**config.mk**
```make
export PLATFORM = sky130hd
export DESIGN_NAME = qs_spi_master
export DESIGN_NICKNAME = d
export VERILOG_FILES = /design/src/rtl/qs_link_pkg.sv /design/src/rtl/sync2.sv /design/src/rtl/qs_spi_master.sv
export SDC_FILE = /design/constraint.sdc
export NUM_CORES = 1
export LEC_CHECK = 0
export ABC_AREA = 1
export BUFFER_PORTS_ARGS = -buffer_cell sky130_fd_sc_hd__buf_4
export CORE_MARGIN = 8
export CORE_UTILIZATION = 30
export DETAILED_ROUTE_END_ITERATION = 10
export PLACE_DENSITY = 0.6
export SLEW_MARGIN = 20
export SYNTH_ARGS = -nofsm -noshare
export SYNTH_HDL_FRONTEND = slang
export SYNTH_SLANG_ARGS = --single-unit
```
**constraint.sdc**
```tcl
create_clock -name clk -period 1.55 [get_ports clk]
set_input_delay 0.0775 -clock clk [delete_from_list [all_inputs] [get_ports clk]]
set_output_delay 0.0775 -clock clk [all_outputs]
set_load 0.005 [all_outputs]
```
**src/rtl/qs_link_pkg.sv**
```systemverilog
// ============================================================================
// qs_link_pkg : shared constants, field layout and FSM states of the
//               host <-> quad-stepper 64-bit SPI link.
// Revision    : 1.0
// ============================================================================
`default_nettype none

package qs_link_pkg;

   localparam int FRAME_BITS  = 64;

   // Command frame fields
   localparam int PERIOD_LSB  = 0;
   localparam int PERIOD_W    = 32;
   localparam int DIR_BIT     = 32;

   // Status frame fields
   localparam int STEPPER_LSB = 0;
   localparam int ENCODER_LSB = 32;
   localparam int POS_W       = 32;

   typedef enum logic [2:0] {
      ST_IDLE     = 3'd0,
      ST_LEAD     = 3'd1,
      ST_SHIFT_HI = 3'd2,
      ST_SHIFT_LO = 3'd3,
      ST_TRAIL    = 3'd4,
      ST_GAP      = 3'd5
   } qs_state_e;

endpackage

`default_nettype wire

```
**src/rtl/sync2.sv**
```systemverilog
// ============================================================================
// sync2 : two-flop synchronizer for a single asynchronous bit, resets to 0.
// Revision : 1.0
// ============================================================================
`default_nettype none

module sync2 (
   input  logic clk,
   input  logic rst_n,
   input  logic i_d,
   output logic o_q
);

   logic r_meta;
   logic r_q;

   always_ff @(posedge clk) begin
      if (!rst_n) begin
         r_meta <= 1'b0;
         r_q    <= 1'b0;
      end else begin
         r_meta <= i_d;
         r_q    <= r_meta;
      end
   end

   assign o_q = r_q;

endmodule

`default_nettype wire

```
**src/rtl/qs_spi_master.sv**
```systemverilog
// ============================================================================
// qs_spi_master : mode-0 SPI master, one 64-bit full-duplex frame per start.
// Revision      : 1.0
// ============================================================================
`default_nettype none

module qs_spi_master #(
   parameter int FRAME_BITS = 64,
   parameter int CLK_DIV    = 4
) (
   input  logic                  clk,
   input  logic                  rst_n,
   input  logic                  i_start,
   input  logic [FRAME_BITS-1:0] i_tx_data,
   output logic                  o_busy,
   output logic                  o_done,
   output logic [FRAME_BITS-1:0] o_rx_data,
   output logic                  o_sck,
   output logic                  o_mosi,
   input  logic                  i_miso,
   output logic                  o_cs
);
   import qs_link_pkg::*;

   localparam logic [7:0] C_HALF_LAST = 8'(CLK_DIV - 1);
   localparam logic [6:0] C_BIT_LAST  = 7'(FRAME_BITS - 1);

   qs_state_e             r_state;
   qs_state_e             w_state_nxt;
   logic [7:0]            r_hcnt;
   logic [6:0]            r_bit;
   logic [FRAME_BITS-1:0] r_tx;
   logic [FRAME_BITS-1:0] r_rx;
   logic [FRAME_BITS-1:0] r_rx_data;
   logic                  r_sck;
   logic                  r_cs;
   logic                  r_busy;
   logic                  r_done;
   logic                  w_miso_s;
   logic                  w_last;

   sync2 u_sync2 (
      .clk   (clk),
      .rst_n (rst_n),
      .i_d   (i_miso),
      .o_q   (w_miso_s)
   );

   assign w_last = (r_hcnt == C_HALF_LAST);

   // The final SCK-low half-period is spent in TRAIL, so the last high
   // half-period hands over to TRAIL directly instead of to SHIFT_LO.
   always_comb begin
      w_state_nxt = r_state;
      case (r_state)
         ST_IDLE:     if (i_start) w_state_nxt = ST_LEAD;
         ST_LEAD:     if (w_last)  w_state_nxt = ST_SHIFT_HI;
         ST_SHIFT_HI: if (w_last)  w_state_nxt = (r_bit == C_BIT_LAST) ? ST_TRAIL : ST_SHIFT_LO;
         ST_SHIFT_LO: if (w_last)  w_state_nxt = ST_SHIFT_HI;
         ST_TRAIL:    if (w_last)  w_state_nxt = ST_GAP;
         ST_GAP:      if (w_last)  w_state_nxt = ST_IDLE;
         default:                  w_state_nxt = ST_IDLE;
      endcase
   end

   always_ff @(posedge clk) begin
      if (!rst_n) r_state <= ST_IDLE;
      else        r_state <= w_state_nxt;
   end

   // Pin outputs are registered from the next state to keep them glitch-free.
   always_ff @(posedge clk) begin
      if (!rst_n) begin
         r_hcnt    <= '0;
         r_bit     <= '0;
         r_tx      <= '0;
         r_rx      <= '0;
         r_rx_data <= '0;
         r_sck     <= 1'b0;
         r_cs      <= 1'b1;
         r_busy    <= 1'b0;
         r_done    <= 1'b0;
      end else begin
         r_done <= 1'b0;
         r_hcnt <= (w_state_nxt != r_state) ? 8'd0 : r_hcnt + 8'd1;
         r_sck  <= (w_state_nxt == ST_SHIFT_HI);
         r_cs   <= !(w_state_nxt inside {ST_LEAD, ST_SHIFT_HI, ST_SHIFT_LO, ST_TRAIL});
         r_busy <= (w_state_nxt != ST_IDLE);
         case (r_state)
            ST_IDLE: begin
               if (i_start) begin
                  r_tx  <= i_tx_data;
                  r_bit <= '0;
               end
            end
            ST_SHIFT_HI: begin
               if (w_last) begin
                  r_rx  <= {r_rx[FRAME_BITS-2:0], w_miso_s};
                  r_tx  <= {r_tx[FRAME_BITS-2:0], 1'b0};
                  r_bit <= r_bit + 7'd1;
               end
            end
            ST_TRAIL: begin
               if (w_last) begin
                  r_rx_data <= r_rx;
                  r_done    <= 1'b1;
               end
            end
            default: ;
         endcase
      end
   end

   assign o_busy    = r_busy;
   assign o_done    = r_done;
   assign o_rx_data = r_rx_data;
   assign o_sck     = r_sck;
   assign o_mosi    = r_tx[FRAME_BITS-1];
   assign o_cs      = r_cs;

endmodule

`default_nettype wire
```
==> flow_summary_export.csv, run 1 <==
group,metric,value,unit
detailed_routing,vias,8010,
timing,max_clock_freq,0.588,GHz
cts,ctsRootBufferMaster,"clkbuf_16",
worst_hold_path,worstHoldStart,"i_start",
timing,grt_setup_unrepaired,"yes",
cts,cts.sinks,216,
pwr,ir_drop,0.651,mV
detailed_routing,wl_per_cell,14.3,um
final_layout,final_nets,1396,
global_route,grt-ovfl-total,0,
cts,cts_inserted_buffers,24,
final_layout,drive_above_1_share,33.1,%
synth,synth_top_area_cell,"dfxtp_1",
synth,ys_types,26,
timing,hold_violations,0,
timing,relSlewSlack,71.5,%
pwr,p_clk_share,45.9,%
synth,yosys.area_share.simple,10.7,%
pwr,leakage,5.25,nW
pwr,p_int,0.0103,W
synth,yosys.area_share.adder,0.301,%
floorplan,dieArea,33300,sq um
synth,synth_xor_area_share,0.631,%
timing,layout_setup_ws,-0.151,ns
timing,period_share,110,%
floorplan,die_w,183,um
worst_setup_path,crit_type,"register to register",
synth,synth_cells,1078,
worst_setup_path,critPathMaxStageDelay,0.35,ns
final_layout,mostFrequentLayoutCell,"dfxtp_1",
timing,worst_pin_slew,0.427,ns
synth,yosys_warnings,0,
worst_setup_path,critical-path-slowest-cell,"dfxtp_2",
synth,synth_area_leaders,"dfxtp_1, o21ai_0, a21oi_1",
cts,cts_max_path_buffers,3,
pwr,powerDensity,1010,nW/um^2
worst_setup_path,crit_buf_inv,4,
final_layout,fin_area,13200,sq um
detailed_routing,via_per_inst,4.65,
cts,clk_pin_slew_worst_paths,0.06,ns
worst_hold_path,hold_path.class,"input port to register",
worst_setup_path,crit_chain,"ha_4 -> inv_2 -> nor2_4 -> nand2_2 -> nor2_4 -> nand2_4 -> nand2_8 -> buf_12 -> buf_12 -> buf_16 -> a31oi_1",
worst_hold_path,holdPathStages,5,
detailed_routing,drc,0,
worst_setup_path,start_kind,"register",
run_status,run_status,"complete, but fails checks",
cts,cts_tree,"built",
floorplan,core_area,27600,sq um
floorplan,num_rows,61,
synth,synth_top_family_by_area,"compound AO/OA/AOI/OAI gates",
worst_hold_path,min_to,"r_tx[0]$_SDFFE_PN0P_",
placement,gp_congestion,0.753,
final_layout,multi_input_area,3820,sq um
worst_setup_path,reg2reg_from,"r_hcnt[1]$_SDFF_PP0_",
placement,place_inst,1569,
worst_setup_path,end_kind,"register",
final_layout,post-route-util,48.0,%
timing,skew,0.0138,ns
placement,placed_area,10000,sq um
pwr,swShare,22.4,%
detailed_routing,drt-initial-drc-count,460,
pwr,power,0.0133,W
synth,ys_seq_elements,216,
final_layout,final_cell_count_no_fill,1721,
worst_setup_path,worstPathMaxFanout,10,
worst_setup_path,reg2reg_depth,11,
floorplan,ios,137,
synth,synthDominantCellAreaShare,51.9,%
timing,drv_slew,0,
final_layout,syn2layout_area_growth,58.7,%
synth,synth_nets,1148,
timing,period_minus_slack,1.70,ns
final_layout,fillers,2568,
worst_setup_path,r2r_slack,-0.15,ns
placement,hpwl,13.0,mm
synth,synth_mux_area_share,0,%
final_layout,num_antenna_cells,0,
global_route,first_global_vias,7959,
global_route,grtUsageTotal,13.4,%
pwr,netSwitchingPower,0.00297,W
global_route,grt_max_degree,90,
pwr,power_frac_comb,10.1,%
detailed_routing,wirelength,24.5,mm
cts,clk_latency,0.51,ns
synth,avgSynthCellArea,7.72,sq um
worst_setup_path,critical-path-top-delay-family,"simple AND/OR/NAND/NOR gates",
floorplan,initial_core_util,30.2,%
global_route,antenna_found_initial,0,
final_layout,regArea,4330,sq um
timing,setup_violations,210,
worst_setup_path,worstPathArrival,2.09,ns
synth,yosysSeqAreaShare,51.9,%
final_layout,final_cell_mix,"dfxtp_1, buf_4, nand2_1, inv_1, o21ai_1",
pwr,seqPwrFrac,44.0,%
detailed_routing,drt_pass1_iterations,4,
cts,htree_levels,1,
run_status,violations,"negative setup slack",
global_route,grt_pass1_wl,38.6,mm
job,maxCapViolCount,0,
synth,synth_compound_area_share,25.0,%
worst_setup_path,required,1.94,ns
placement,portBuffers,136,
synth,synth_area,8330,sq um
worst_setup_path,r2r_end,"r_tx[39]$_SDFFE_PN0P_",
detailed_routing,ant_nets,0,
floorplan,die_h,183,um
power groups by stage:
stage          clock [W]  combinational (W)  sequential (W)
2_1_floorplan          0           0.000470         0.00592
3_3_place_gp           0           0.000757         0.00593
3_5_place_dp           0           0.000766         0.00594
4_1_cts          0.00622            0.00121         0.00582
5_1_grt          0.00649            0.00145         0.00586
6_report         0.00610            0.00134         0.00585
layout make-up:
class,instances,area share [%]
multi-input combinational,632,28.9
tap,378,3.58
clock buffer,35,5.40
timing repair buffer,297,23.8
inverter,155,4.40
clock inverter,8,1.10
sequential,216,32.8
cell usage after synthesis, drive strengths merged:
library cell and n:
a21oi 137, buf 43, ha 2, nand3 10
and3 1, xor2 6, nand4 1, nor3 4
o21ai 198, a31oi 63, nor2 34, o211ai 1
clkbuf 35, dfxtp 216, inv 155, nand2 172
sequential cells by signal, indices dropped and copies added, names as in the netlist:
signal / count
r_state: 3
u_sync2.r_meta: 1
r_bit: 7
o_done: 1
o_busy: 1
o_cs: 1
r_hcnt: 8
o_sck: 1
r_rx: 64
u_sync2.o_q: 1
r_tx: 64
o_rx_data: 64
layer usage:
| metal | global-route usage [%] | part of all wire, % |
|---|---|---|
| met5 | 0 | 0 |
| met1 | 17.1 | 46 |
| met3 | 2.78 | 5.4 |
| met2 | 23.0 | 47 |
| met4 | 2.76 | 1.4 |
worst reg2reg max path: stages, from the launching register on:
cell and delay, ns:
dfxtp_2 0.35, ha_4 0.14, inv_2 0.04, nor2_4 0.10, nand2_2 0.08, nor2_4 0.16, nand2_4 0.10, nand2_8 0.11
buf_12 0.17, buf_12 0.14, buf_16 0.13, a31oi_1 0.08
logic make-up (layout without fill, tap and decap cells):
family                     after synthesis  after routing
AOI/OAI and AO/OA                      399            399
xor gates and xnor gates                 6              6
adders and majority gates                2              2
buffers and inverters                  233            495
and+or+nand+nor                        222            225
DFF                                    216            216
worst max path at each step:
stage	slack [ns]	from	depth (start not counted)	end
6_report	-0.15	r_hcnt[1]$_SDFF_PP0_	11	r_tx[39]$_SDFFE_PN0P_
5_1_grt	-0.23	r_hcnt[1]$_SDFF_PP0_	11	r_tx[38]$_SDFFE_PN0P_
4_1_cts	-0.09	r_hcnt[0]$_SDFF_PP0_	12	r_tx[7]$_SDFFE_PN0P_
3_5_place_dp	-0.17	r_hcnt[1]$_SDFF_PP0_	10	o_rx_data[42]$_SDFFE_PN0P_
3_3_place_gp	-0.16	r_hcnt[1]$_SDFF_PP0_	10	o_rx_data[1]$_SDFFE_PN0P_
2_1_floorplan	0.01	r_hcnt[1]$_SDFF_PP0_	10	r_rx[28]$_SDFFE_PN0P_
timing repair:
item / CTS / global route
resized for setup: 117 / 178
setup endpoints to repair: 209 / 211
gates cloned: 18 / 12
hold endpoints to repair: 68 / 0
buffers inserted: 19 / 5
hold buffers: 66 / 0
pin swaps: 19 / 18
metrics by stage:
step	setup TNS [ns]	hold slack, ns	setup slack, ns
2_1_floorplan	0	0.175	0.0122
3_3_place_gp	-14.05	0.288	-0.155
5_1_grt	-36.40	0.131	-0.231
6_report	-19.41	0.114	-0.151
3_5_place_dp	-15.05	0.295	-0.165
4_1_cts	-6.68	0.0823	-0.0899
No activity file was read; power rests on OpenSTA's default activity.
==> run 2: changes to the inputs <==
CORE_MARGIN = unset   (was 8)
==> run 2 against run 1 <==
Net effect: the flow still finishes with violations (negative setup slack); utilization decreased by 1.5 points; non-clock buffer count decreased by 5; clock power decreased by 4.4%; first-iteration DRC count decreased by 6.1%; via count decreased by 1.7%; hold slack improved by 0.050 ns; largest cell class unchanged; highest routed layer unchanged.
==> flow_summary_export.csv, run 2 (same netlist as run 1, synthesis figures left out) <==
group,metric,value,unit
cts,ctsRootBufferMaster,"clkbuf_16",
timing,period_share,110,%
detailed_routing,ant_nets,0,
detailed_routing,drt_pass1_iterations,5,
final_layout,final_nets,1392,
cts,htree_levels,1,
floorplan,dieArea,28400,sq um
global_route,first_global_vias,7414,
detailed_routing,via_per_inst,4.60,
global_route,grt_max_degree,64,
worst_setup_path,reg2reg_depth,13,
cts,clk_pin_slew_worst_paths,0.06,ns
worst_setup_path,start_kind,"register",
global_route,grt_pass1_wl,35.4,mm
final_layout,num_antenna_cells,0,
worst_setup_path,worstPathMaxFanout,8,
worst_setup_path,startpoint,"r_hcnt[1]$_SDFF_PP0_",
worst_setup_path,end_kind,"register",
placement,hpwl,12.4,mm
floorplan,die_w,169,um
final_layout,regArea,4330,sq um
pwr,leakage,5.03,nW
timing,worst_pin_slew,0.366,ns
final_layout,fin_area,12600,sq um
placement,placed_area,10000,sq um
final_layout,drive_above_1_share,27.7,%
timing,relSlewSlack,75.6,%
floorplan,core_area,27100,sq um
cts,cts.sinks,216,
floorplan,initial_core_util,30.7,%
timing,skew,0.0114,ns
detailed_routing,wirelength,21.4,mm
floorplan,num_rows,60,
worst_setup_path,required,1.95,ns
detailed_routing,wl_per_cell,12.5,um
final_layout,fillers,2566,
worst_hold_path,hold_path.class,"input port to register",
timing,drv_slew,0,
timing,period_minus_slack,1.71,ns
final_layout,mostFrequentLayoutCell,"dfxtp_1",
detailed_routing,vias,7874,
worst_setup_path,worstPathArrival,2.11,ns
pwr,powerDensity,1020,nW/um^2
pwr,power,0.0129,W
final_layout,multi_input_area,3550,sq um
worst_hold_path,holdPathStages,5,
final_layout,final_cell_count_no_fill,1710,
global_route,grtUsageTotal,14.7,%
timing,layout_setup_ws,-0.162,ns
detailed_routing,drc,0,
final_layout,syn2layout_area_growth,51.3,%
cts,cts_inserted_buffers,25,
job,maxCapViolCount,0,
detailed_routing,drt-initial-drc-count,432,
cts,clk_latency,0.52,ns
final_layout,final_cell_mix,"dfxtp_1, buf_4, nand2_1, inv_1, a21oi_1",
timing,hold_violations,0,
worst_setup_path,crit_type,"register to register",
placement,gp_congestion,0.746,
timing,max_clock_freq,0.584,GHz
worst_setup_path,reg2reg_from,"r_hcnt[1]$_SDFF_PP0_",
timing,setup_violations,168,
timing,tns,-12.69,ns
pwr,ir_drop,0.858,mV
placement,place_inst,1562,
placement,portBuffers,136,
floorplan,ios,137,
floorplan,die_h,169,um
cts,cts_tree,"built",
global_route,grt-ovfl-total,0,
worst_hold_path,worstHoldStart,"i_start",
global_route,antenna_found_initial,0,
run_status,run_status,"complete, but fails checks",
timing,grt_setup_unrepaired,"yes",
placement,place_ws,-0.260,ns
cts,cts_max_path_buffers,3,
run_status,violations,"negative setup slack",
[run 2: per-layer routing]
| metal | vias up | wire (um) | track usage [%] | part of all wire, % |
|---|---|---|---|---|
| li1 | 4048 | - | - | - |
| met1 | 3570 | 10200 | 20.1 | 48 |
| met2 | 221 | 9670 | 24.0 | 45 |
| met3 | 35 | 1120 | 2.64 | 5.2 |
| met4 | 0 | 423 | 3.40 | 2.0 |
| met5 | - | 0 | 0 | 0 |
[run 2: critical path: stages, from the launching register on]
cell	delay (ns)
dfxtp_2	0.35
ha_4	0.14
inv_2	0.04
nor2_4	0.10
nand2_2	0.08
nor2_4	0.17
buf_6	0.17
nand2_2	0.06
nand2_2	0.09
nand3_2	0.08
nand2_2	0.07
nor2_2	0.05
nand2_4	0.13
nor2_1	0.06
[run 2: path summary, 6_finish.rpt]
kind	end	slack (ns)
worst max register to register	r_hcnt[0]$_SDFF_PP0_	-0.16
worst min register to register	u_sync2.o_q$_SDFF_PN0_	0.41
worst max-delay path	r_hcnt[0]$_SDFF_PP0_	-0.16
worst min-delay path	r_tx[0]$_SDFFE_PN0P_	0.16
[run 2: report_power, final]
group          switching (W)  leakage (nW)  internal [W]
combinational       0.000557          2.86      0.000663
clock                0.00224         0.407       0.00359
sequential          0.000106          1.76       0.00573
total                0.00291          5.03       0.00998
[run 2: cell type report]
type                            instances  share of cell area (%)
Inverter                              155                    4.66
Tap cell                              372                    3.69
Timing Repair Buffer                  292                    22.5
Multi-Input combinational cell        632                    28.2
Clock inverter                          7                   0.814
Clock buffer                           36                    5.77
Sequential cell                       216                    34.4
[run 2: through the flow]
step           hold slack, ns  utilization [%]
3_3_place_gp            0.289             37.0
2_1_floorplan           0.175                -
5_1_grt                 0.194             46.5
4_1_cts                 0.117             44.2
6_report                0.164             46.5
3_5_place_dp            0.287             37.0
[run 2: timing repair]
| action | in CTS | in global routing |
|---|---|---|
| buffers inserted | 12 | 16 |
| hold endpoints to repair | 67 | 0 |
| hold buffers | 66 | 0 |
| pin swaps | 12 | 23 |
| cloned | 9 | 5 |
| gates resized for setup | 63 | 149 |
| endpoints found under the setup margin | 203 | 211 |
==> run 3: changes to the inputs <==
SETUP_SLACK_MARGIN = 0.1   (was unset)
==> run 3 against run 2 <==
Net effect: the flow still finishes with violations (negative setup slack); die area stayed put; power is 1.8% lower; via count is 1.5% lower; sequential cell count stayed put; critical endpoint is now r_rx[45]$_SDFFE_PN0P_.
==> flow_summary_export.csv, run 3 (same netlist as run 1, synthesis figures left out) <==
group,metric,value,unit
pwr,swShare,22.8,%
timing,worst_pin_slew,0.545,ns
placement,gp_congestion,0.799,
cts,ctsRootBufferMaster,"clkbuf_16",
placement,place_inst,1558,
timing,setup_violations,209,
timing,drv_slew,0,
global_route,antenna_found_initial,0,
floorplan,core_area,27100,sq um
detailed_routing,wl_per_cell,13.0,um
timing,skew,0.00796,ns
global_route,grt-ovfl-total,0,
global_route,grtUsageTotal,14.2,%
worst_setup_path,end_kind,"register",
timing,grt_setup_unrepaired,"yes",
pwr,power_frac_comb,8.9,%
final_layout,syn2layout_area_growth,49.5,%
final_layout,mostFrequentLayoutCell,"dfxtp_1",
worst_setup_path,crit_type,"register to register",
detailed_routing,vias,7752,
timing,hold_violations,0,
run_status,violations,"negative setup slack",
timing,relSlewSlack,63.7,%
pwr,p_clk_share,45.1,%
floorplan,die_w,169,um
pwr,p_int,0.00976,W
cts,cts.sinks,216,
timing,period_minus_slack,1.69,ns
placement,place_ws,-0.284,ns
floorplan,num_rows,60,
detailed_routing,wirelength,22.0,mm
detailed_routing,drt_pass1_iterations,4,
pwr,ir_drop,0.690,mV
floorplan,ios,137,
global_route,grt_pass1_wl,34.2,mm
final_layout,final_cell_mix,"dfxtp_1, buf_4, nand2_1, inv_1, o21ai_1",
placement,hpwl,12.0,mm
cts,cts_tree,"built",
placement,portBuffers,136,
worst_setup_path,worstPathMaxFanout,8,
detailed_routing,via_per_inst,4.58,
pwr,powerDensity,1020,nW/um^2
global_route,grt_max_degree,107,
cts,htree_levels,1,
global_route,grt_use_met2,24.1,%
floorplan,dieArea,28400,sq um
final_layout,drive_above_1_share,27.6,%
pwr,power,0.0127,W
final_layout,num_antenna_cells,0,
floorplan,die_h,169,um
timing,max_clock_freq,0.593,GHz
detailed_routing,drt-initial-drc-count,414,
final_layout,final_nets,1374,
global_route,grt_util_met1,18.9,%
worst_setup_path,worstPathArrival,2.08,ns
final_layout,post-route-util,45.9,%
timing,layout_setup_ws,-0.135,ns
cts,cts_inserted_buffers,24,
worst_hold_path,hold_path.class,"input port to register",
detailed_routing,ant_nets,0,
cts,clk_pin_slew_worst_paths,0.06,ns
global_route,first_global_vias,7191,
timing,period_share,109,%
final_layout,fillers,2584,
pwr,leakage,5.03,nW
floorplan,initial_core_util,30.7,%
global_route,met3_usage,2.62,%
pwr,netSwitchingPower,0.00289,W
detailed_routing,drc,0,
pwr,seqPwrFrac,46.0,%
global_route,top_usage_layer,"met2",
worst_setup_path,start_kind,"register",
job,maxCapViolCount,0,
worst_setup_path,required,1.95,ns
cts,clk_latency,0.51,ns
cts,cts_max_path_buffers,3,
final_layout,final_cell_count_no_fill,1693,
run_status,run_status,"complete, but fails checks",
-- run 3: cell count changes in the layout (fill, tap and decap cells not counted), sizes merged --
cell	previous run	this run
bufbuf	0	1
buf	222	203
clkbuf	40	43
nand2	175	174
clkinvlp	1	3
dlygate4sd3	66	65
bufinv	2	1
inv	156	155
-- run 3: cell type report --
| type | count | area, sq um | area share (%) |
|---|---|---|---|
| clock buffer | 36 | 737 | 5.92 |
| sequential | 216 | 4330 | 34.8 |
| multi-input combinational | 631 | 3530 | 28.4 |
| timing repair buffer | 276 | 2740 | 22.0 |
| clock inverter | 7 | 67.6 | 0.543 |
| tap | 372 | 465 | 3.74 |
| inverter | 155 | 582 | 4.67 |
-- run 3: final timing paths --
check	start	end	slack (ns)	cells after the start
max reg2reg	r_hcnt[1]$_SDFF_PP0_	r_rx[45]$_SDFFE_PN0P_	-0.14	10
min reg2reg	u_sync2.r_meta$_SDFF_PN0_	u_sync2.o_q$_SDFF_PN0_	0.41	2
min	rst_n	r_bit[0]$_SDFFE_PN0P_	0.03	3
max	r_hcnt[1]$_SDFF_PP0_	r_rx[45]$_SDFFE_PN0P_	-0.14	10
-- run 3: worst max-delay path: stages, from the launching register on --
cell and delay (ns):
dfxtp_2 0.35, ha_4 0.14, inv_2 0.04, nor2_4 0.10, nand2_2 0.08, nor2_4 0.18
nand2_4 0.14, buf_8 0.19, buf_16 0.15, o21ai_2 0.15, a21oi_1 0.06
-- run 3: power by group through the flow --
stage	registers [W]	clock network, W	logic (W)
after floorplan	0.00592	0	0.000484
after global placement	0.00593	0	0.000752
after detailed placement	0.00593	0	0.000765
after CTS	0.00582	0.00586	0.00102
after global routing	0.00584	0.00606	0.00123
final	0.00582	0.00571	0.00113
-- run 3: repair_timing --
item,CTS,global route
endpoints found under the hold margin,65,0
buffers inserted,7,3
gates resized for setup,116,87
endpoints found under the setup margin,211,213
cloned,7,10
hold buffers,65,0
pin swaps,16,11
-- run 3: stage by stage --
step | setup TNS [ns] | cell area (sq um) | hold WS, ns
floorplan | 0 | 8470 | 0.175
global placement | -28.37 | 9970 | 0.272
detailed placement | -34.48 | 9970 | 0.271
CTS | -1.63 | 12000 | 0.0101
global route | -35.81 | 12400 | 0.0579
finish | -15.50 | 12400 | 0.0286
-- run 3: layer usage --
metal	part of all wire, %	vias to the layer above
met5	0	-
met4	1.5	0
met1	47	3530
met2	46	186
met3	4.7	28
li1	-	4008
